==> config.mk <==
export PLATFORM = sky130hd
export DESIGN_NAME = frame_writer
export DESIGN_NICKNAME = d
export VERILOG_FILES = /design/src/rtl/frame_writer_pkg.sv /design/src/rtl/frame_writer_rgb565_to_444.sv /design/src/rtl/frame_writer.sv
export SDC_FILE = /design/constraint.sdc
export NUM_CORES = 1
export LEC_CHECK = 0
export ABC_AREA = 1
export CAP_MARGIN = 40
export CORE_ASPECT_RATIO = 1.2
export CORE_MARGIN = 2
export CORE_UTILIZATION = 50
export CTS_BUF_LIST = sky130_fd_sc_hd__clkbuf_4 sky130_fd_sc_hd__clkbuf_8 sky130_fd_sc_hd__clkbuf_16
export DETAILED_ROUTE_END_ITERATION = 6
export HOLD_SLACK_MARGIN = 0.02
export MAX_ROUTING_LAYER = met4
export PLACE_DENSITY = 0.8
export SLEW_MARGIN = 40
export SYNTH_ARGS = -nofsm -noshare
export SYNTH_HDL_FRONTEND = slang
export SYNTH_HIERARCHICAL = 1
export SYNTH_SLANG_ARGS = --single-unit
==> constraint.sdc <==
create_clock -name clk -period 2.7 [get_ports clk]
set_input_delay 0.405 -clock clk [delete_from_list [all_inputs] [get_ports clk]]
set_output_delay 0.405 -clock clk [all_outputs]
set_load 0.01 [all_outputs]
==> src/rtl/frame_writer_pkg.sv <==
// Shared types and constants for the frame writer: FSM states, RGB565/RGB444
// field positions and the frame-buffer word width.
package frame_writer_pkg;

  typedef enum logic {
    ST_IDLE  = 1'b0,
    ST_WRITE = 1'b1
  } fw_state_t;

  localparam int PIX_W  = 16;
  localparam int WORD_W = 12;

  // RGB565 input pixel fields
  localparam int R5_HI = 15;
  localparam int R5_LO = 11;
  localparam int G6_HI = 10;
  localparam int G6_LO = 5;
  localparam int B5_HI = 4;
  localparam int B5_LO = 0;

  // RGB444 buffer word fields
  localparam int R4_HI = 11;
  localparam int R4_LO = 8;
  localparam int G4_HI = 7;
  localparam int G4_LO = 4;
  localparam int B4_HI = 3;
  localparam int B4_LO = 0;

endpackage

==> src/rtl/frame_writer_rgb565_to_444.sv <==
// Combinational RGB565 -> RGB444 converter. Truncates by default; defining
// FRAME_WRITER_ROUND_EN selects round-half-up with saturation at 15.
module rgb565_to_444
  import frame_writer_pkg::*;
(
  input  logic [PIX_W-1:0]  rgb565,
  output logic [WORD_W-1:0] rgb444
);

  logic [4:0] r5;
  logic [5:0] g6;
  logic [4:0] b5;
  logic [3:0] r4;
  logic [3:0] g4;
  logic [3:0] b4;

  assign r5 = rgb565[R5_HI:R5_LO];
  assign g6 = rgb565[G6_HI:G6_LO];
  assign b5 = rgb565[B5_HI:B5_LO];

`ifdef FRAME_WRITER_ROUND_EN
  logic [5:0] r_sum;
  logic [6:0] g_sum;
  logic [5:0] b_sum;

  // Sums can reach 16 after the shift; clamp back into 4 bits.
  assign r_sum = {1'b0, r5} + 6'd1;
  assign g_sum = {1'b0, g6} + 7'd2;
  assign b_sum = {1'b0, b5} + 6'd1;

  assign r4 = r_sum[5] ? 4'hF : r_sum[4:1];
  assign g4 = g_sum[6] ? 4'hF : g_sum[5:2];
  assign b4 = b_sum[5] ? 4'hF : b_sum[4:1];
`else
  logic unused_lsbs;

  assign r4 = r5[4:1];
  assign g4 = g6[5:2];
  assign b4 = b5[4:1];
  assign unused_lsbs = ^{r5[0], g6[1:0], b5[0]};
`endif

  always_comb begin
    rgb444 = '0;
    rgb444[R4_HI:R4_LO] = r4;
    rgb444[G4_HI:G4_LO] = g4;
    rgb444[B4_HI:B4_LO] = b4;
  end

endmodule

==> src/rtl/frame_writer.sv <==
// Streams RGB565 pixels into a rectangular window of a 12-bit frame buffer.
// Colour rounding is selected at build time with FRAME_WRITER_ROUND_EN.
//
// state    | meaning
// ST_IDLE  | waiting for a start-of-frame pixel; non-sof pixels are dropped
// ST_WRITE | writing pixels across the latched window, raster order
module frame_writer
  import frame_writer_pkg::*;
#(
  parameter int COL_W = 7,
  parameter int ROW_W = 7
) (
  input  logic                     clk,
  input  logic                     reset,
  input  logic                     in_valid,
  output logic                     in_ready,
  input  logic                     in_sof,
  input  logic [15:0]              in_data,
  input  logic [COL_W-1:0]         win_x0,
  input  logic [COL_W-1:0]         win_x1,
  input  logic [ROW_W-1:0]         win_y0,
  input  logic [ROW_W-1:0]         win_y1,
  input  logic                     wr_stall,
  output logic                     we,
  output logic [COL_W+ROW_W-1:0]   waddr,
  output logic [WORD_W-1:0]        wdata,
  output logic                     frame_done,
  output logic                     frame_abort,
  output logic [15:0]              drop_cnt
);

  fw_state_t state_q, state_d;

  logic [COL_W-1:0] x_q, x_d, x0_q, x0_d, x1_q, x1_d;
  logic [ROW_W-1:0] y_q, y_d, y0_q, y0_d, y1_q, y1_d;

  logic [COL_W-1:0] bx0, bx1, px;
  logic [ROW_W-1:0] by0, by1, py;
  logic             accept;
  logic             last;
  logic             we_d;
  logic             done_d;
  logic             abort_d;
  logic             drop_inc;
  logic [WORD_W-1:0] conv;

  assign in_ready = reset & ~wr_stall;
  assign accept   = in_valid & in_ready;

  rgb565_to_444 u_conv (
    .rgb565 (in_data),
    .rgb444 (conv)
  );

  // A sof pixel uses the freshly clamped window inputs and starts at its origin.
  always_comb begin
    bx0 = x0_q;
    bx1 = x1_q;
    by0 = y0_q;
    by1 = y1_q;
    px  = x_q;
    py  = y_q;
    if (in_sof) begin
      bx0 = win_x0;
      bx1 = (win_x1 < win_x0) ? win_x0 : win_x1;
      by0 = win_y0;
      by1 = (win_y1 < win_y0) ? win_y0 : win_y1;
      px  = bx0;
      py  = by0;
    end
    last = (px == bx1) && (py == by1);
  end

  always_comb begin
    state_d  = state_q;
    x_d      = x_q;
    y_d      = y_q;
    x0_d     = x0_q;
    x1_d     = x1_q;
    y0_d     = y0_q;
    y1_d     = y1_q;
    we_d     = 1'b0;
    done_d   = 1'b0;
    abort_d  = 1'b0;
    drop_inc = 1'b0;

    case (state_q)
      ST_IDLE: begin
        if (accept) begin
          if (in_sof) begin
            we_d = 1'b1;
            if (last) done_d = 1'b1;
            else      state_d = ST_WRITE;
          end else begin
            drop_inc = 1'b1;
          end
        end
      end
      ST_WRITE: begin
        if (accept) begin
          we_d = 1'b1;
          if (in_sof) abort_d = 1'b1;
          if (last) begin
            done_d  = 1'b1;
            state_d = ST_IDLE;
          end
        end
      end
      default: state_d = ST_IDLE;
    endcase

    if (we_d) begin
      if (in_sof) begin
        x0_d = bx0;
        x1_d = bx1;
        y0_d = by0;
        y1_d = by1;
      end
      if (px == bx1) begin
        x_d = bx0;
        y_d = py + 1'b1;
      end else begin
        x_d = px + 1'b1;
        y_d = py;
      end
    end
  end

  always_ff @(posedge clk) begin
    if (!reset) begin
      state_q     <= ST_IDLE;
      x_q         <= '0;
      y_q         <= '0;
      x0_q        <= '0;
      x1_q        <= '0;
      y0_q        <= '0;
      y1_q        <= '0;
      we          <= 1'b0;
      waddr       <= '0;
      wdata       <= '0;
      frame_done  <= 1'b0;
      frame_abort <= 1'b0;
      drop_cnt    <= '0;
    end else begin
      state_q     <= state_d;
      x_q         <= x_d;
      y_q         <= y_d;
      x0_q        <= x0_d;
      x1_q        <= x1_d;
      y0_q        <= y0_d;
      y1_q        <= y1_d;
      we          <= we_d;
      frame_done  <= done_d;
      frame_abort <= abort_d;
      if (we_d) begin
        waddr <= {py, px};
        wdata <= conv;
      end
      if (drop_inc && (drop_cnt != 16'hFFFF)) drop_cnt <= drop_cnt + 16'd1;
    end
  end

endmodule

; Word-level counts from Yosys, hierarchy flattened
; Index checks and enable logic that the tools add are counted.
[word_totals]
register_bits = 81
latchBits = 0
ram_bits = 0
rom_bits = 0
output_inout_bits = 46
word_cells = 54
mem_count = 0
[op_classes]
addsub = 3
multipliers = 0
div_mod_pow = 0
order_cmp = 2
eq_ne = 3
shifts = 0
mux = 26
bitwise_logic = 4
n_reduce_logical = 4
[ops]
columns = op, count
row1 = $mux W7, 9
row2 = $add A16 B1 Y16 const B, 1
row3 = $ne A16 B16 Y1 const B, 1
row4 = $add A7 B1 Y7 const B, 2
row5 = $eq A7 B7 Y1, 2
row6 = $lt A7 B7 Y1, 2
row7 = $mux W1, 14
row8 = $pmux W1 S2, 3
row9 = $reduce_and A2 Y1, 2
row10 = $and A1 B1 Y1, 2
row11 = $logic_and A1 B1 Y1, 2
row12 = $not A1 Y1, 2

; Depth between registers and ports, before layout
[depth]
ltp_word = 9
mapped_depth = 21
mapped_depth_nobuf = 21

; Cells and area by module
; Netlist, hierarchy kept.
[by_module_without_submodules]
columns = mod, n_inst, cells_per_inst, area_each_um2
row1 = frame_writer, 1, 703, 4609.4
row2 = rgb565_to_444, 1, 12, 90.1

; Worst setup path after synthesis
; OpenSTA, ideal clock, no wires.
[synth_path]
path_type = input-to-reg
from = input win_x0[6]
to = register y_q[2]
t_arrival_ps = 2131
required_ps = 2591
slack_ps = 460
cell_stages = 19
cell_sequence = inv_1 -> ha_1 -> nand2_2 -> inv_2 -> a21oi_4 -> nand2_4 -> nand2_1 -> nand3_2 -> nand2_1 -> nand2_1 -> nand2_1 -> nand2_2 -> nor2_4 -> nand2_4 -> buf_6 -> nand2_1 -> nand3_1 -> nand2_1 -> inv_1
[synth_between]
elab_chain_cells = 5
word_cells_on_any_way = 6
classes_between = order compare: 1 / eq/ne: 1 / mux: 4
[synth_rtl]
columns = item, line_no
row1 = "start, declared", frame_writer.sv:19  ; input logic [COL_W-1:0] win_x0,
row2 = $lt A7 B7 Y1, frame_writer.sv:65  ; bx1 = (win_x1 < win_x0) ? win_x0 : win_x1;
row3 = $mux W7, frame_writer.sv:65
row4 = $mux W7, frame_writer.sv:63  ; if (in_sof) begin
row5 = $eq A7 B7 Y1 *, frame_writer.sv:119  ; if (px == bx1) begin
row6 = $mux W7 *, frame_writer.sv:119
row7 = "end signal, assigned", frame_writer.sv:147  ; y_q <= y_d;
row8 = "end, declared", frame_writer.sv:35  ; logic [ROW_W-1:0] y_q, y_d, y0_q, y0_d, y1_q, y1_d;
; Every way passes the cells marked *; elsewhere a longest branch is shown, timed or not.
; A chain may end at the register's enable or synchronous reset.

; Final worst setup path
[layout_path]
from = input win_x0[3]
to = register y_q[2]
; Same word-level chain as after synthesis.

==> metrics.txt <==
outcome finished, final reports clean; fmax 386.6 MHz; worst-skew pair later-pin latency 0.36 ns; Power Density 431.8 nW/um2; Peak VDD IR 0.0002294 V; leak pwr 2.917 nW; # clock sinks 81; final core occ 69.79%; post-synth cell types 37; Max Slew Vio Count 0; Rows 38; DRC Markers 0; Hold Path Class reg2reg; r2r worst-path depth 11; main flop type after synthesis dfxtp_1; Post-synth EDFFs 0; NumNets Final 898; CTS H-Tree Depth 3; Die Y 110.2 um; synthesized area per cell 6.573 um2; period utilization 95.80%; worst-path maximum fanout 7; RSZ-0062 raised after global routing yes; Placer Congestion 0.8974; RR Startpoint drop_cnt[0]; register area share after synthesis 34.50%; CTS tree done; Critical Path RT 2.97 ns; I/O Buffers 90; Detailed Route WL 12560 um; Sum Neg Setup Slack 0 ns; layout cells sized above 1 16.92%; Core Area 9081 um2; PnR Total Power 2.737 mW; clock skew 0.01263 ns; first-iteration detailed-routing DRC count 295; Starting Density 51.75%; pin count of the biggest net entering global routing 45; Detail Placement HPWL 8871 um; CTS Buf Count 9; grt ovf 0; Slew HR 65.33%; vias per inst 5.121; reg2reg setup slack 0.70 ns; worst min-delay path endpoint x0_q[0]; crit path time final 2.587 ns; first-pass GRT wire length 20270 um; Fin. Hold Viols 0; hold_buf cts 0; io pins 95; Area Overhead vs Synth 34.85%; Post-Synthesis Net Count 779; #FFs+latches synth 81; met3 GRT Util 3.671%; setup violators final 0; kind of critical path in2reg; Startpoint Class input port; final instance area 6337 um2; yosys warns 6; TritonRoute pass-1 iters 7; Least-Margin Pin Slew 0.5146 ns; Die ar. 10190 um2; met2 Use GR 46.30%; reg-to-reg endpoint drop_cnt[10]; # fillers 718; Routed Antenna Nets 0; routed len/inst 13.09 um; max-cap viol count 0; grt met1 use 26.61%; n_diodes 0; crit path DAT 2.86 ns; WHS 0.4533 ns; Cell Area, Synth 4700 um2; die extent in x 92.50 um; CTS max path bufs 2; number of cells on the worst hold path 2; Cell Area, Placed 5904 um2; clk slew on worst S/H paths 0.09 ns; CP endpoint kind flip-flop; Mapped Cells 715; vias after detailed routing 4911; vias in the first global route 4735; root cell of the clock tree clkbuf_8; initial antenna violation count 0; most used routing layer in global routing met2; hold_sp x0_q[0]; GRT Util Overall 25.18%; ys async rst share 0%
-- through the flow --
stage | setup WS (ns) | std cells
floorplan | 0.4596 | 715
global placement | -0.2165 | 935
detailed placement | -0.3633 | 935
CTS | 0.01620 | 951
global route | -0.02327 | 959
finish | 0.1135 | 959
-- how the worst max path moves through the flow --
stage / from / endpoint / slack, ns / cells after the start
6_report: win_x0[3] / y_q[2] / 0.11 / 21
5_1_grt: win_x0[3] / y_q[2] / -0.02 / 20
4_1_cts: win_x0[6] / x_q[4] / 0.02 / 19
3_5_place_dp: win_x0[6] / frame_done / -0.36 / 18
3_3_place_gp: win_x0[6] / frame_done / -0.22 / 18
2_1_floorplan: win_x0[6] / y_q[2] / 0.46 / 19
-- critical path, stage by stage --
cell             delay (ns)
clkdlybuf4s50_1        0.49
inv_1                  0.07
ha_1                   0.19
nand2_1                0.08
nand2_1                0.09
a21oi_4                0.15
buf_12                 0.14
nand2_8                0.07
nand2_2                0.08
nand3_2                0.08
nand2_2                0.08
nand2_1                0.06
nand2_1                0.10
nand2_2                0.07
nor2_4                 0.18
nand2_4                0.12
buf_6                  0.14
nand2_1                0.07
nand3_2                0.07
nand2_1                0.09
inv_1                  0.04
-- cells by family after synthesis --
| family | Yosys count | share of synthesized area, % |
|---|---|---|
| xor gates and xnor gates | 9 | 1.677 |
| and+or+nand+nor | 337 | 31.18 |
| DFF | 81 | 34.50 |
| buffers and inverters | 141 | 12.86 |
| adders and majority gates | 15 | 3.994 |
| AOI/OAI and AO/OA | 132 | 15.79 |
-- cell type report --
class                           instances  area [um2]  area share [%]
Tap cell                              120       150.1           2.369
Multi-Input combinational cell        494        2604           41.09
Clock buffer                           13       160.2           2.527
Sequential cell                        81        1622           25.59
Clock inverter                          3       40.04          0.6318
Timing Repair Buffer                  148        1384           21.84
Inverter                              100       377.9           5.962
-- sequential cells by signal, summed over array words and instances (netlist names) --
| register | count |
|---|---|
| drop_cnt | 16 |
| waddr | 14 |
| y_q | 7 |
| frame_abort | 1 |
| wdata | 12 |
| x1_q | 7 |
| x0_q | 7 |
| x_q | 7 |
| frame_done | 1 |
| we | 1 |
| state_q | 1 |
| y1_q | 7 |
-- routing by layer --
metal	share of wire, %	routed length (um)
met5	0	0
met4	2.3	288
met3	4.5	566
met2	52	6582
met1	41	5120
-- what timing repair did --
item	CTS	global route
setup buffers	0	7
pin swaps	1	17
endpoints found under the setup margin	1	16
cloned	0	1
gates resized for setup	0	43
-- Yosys cell counts, types with 7 or more instances --
cell type	count	share of area, %
nand2_1	146	12
o21ai_0	64	6.8
o211ai_1	7	1.1
nand3_1	44	4.7
clkbuf_1	12	0.96
dfxtp_1	81	35
nor3_1	17	1.8
a21oi_1	41	4.4
ha_1	15	4.0
xor2_1	8	1.5
or2_2	8	1.1
nor2_1	98	7.8
buf_4	15	2.4
inv_1	95	7.6
buf_2	9	0.96
-- layout by cell type (no fill, tap or decap), types with 8 or more instances in the layout --
master           instances
nand2_1                134
nor2_1                  96
inv_1                   91
clkdlybuf4s50_1         82
dfxtp_1                 81
o21ai_0                 64
buf_4                   53
a21oi_1                 39
nand3_1                 38
nor3_1                  17
nand2_2                 17
ha_1                    12
clkbuf_8                10
nand3_2                  9
or2_2                    8
xor2_1                   8
dlymetal6s2s_1           8
-- report_power, final --
| part | internal (mW) | leakage (nW) | total [mW] | switching (mW) |
|---|---|---|---|---|
| clock network | 0.481 | 0.108 | 0.916 | 0.434 |
| logic | 0.266 | 2.15 | 0.579 | 0.313 |
| registers | 1.23 | 0.657 | 1.24 | 0.0158 |
(Power assumes the default switching activity.)
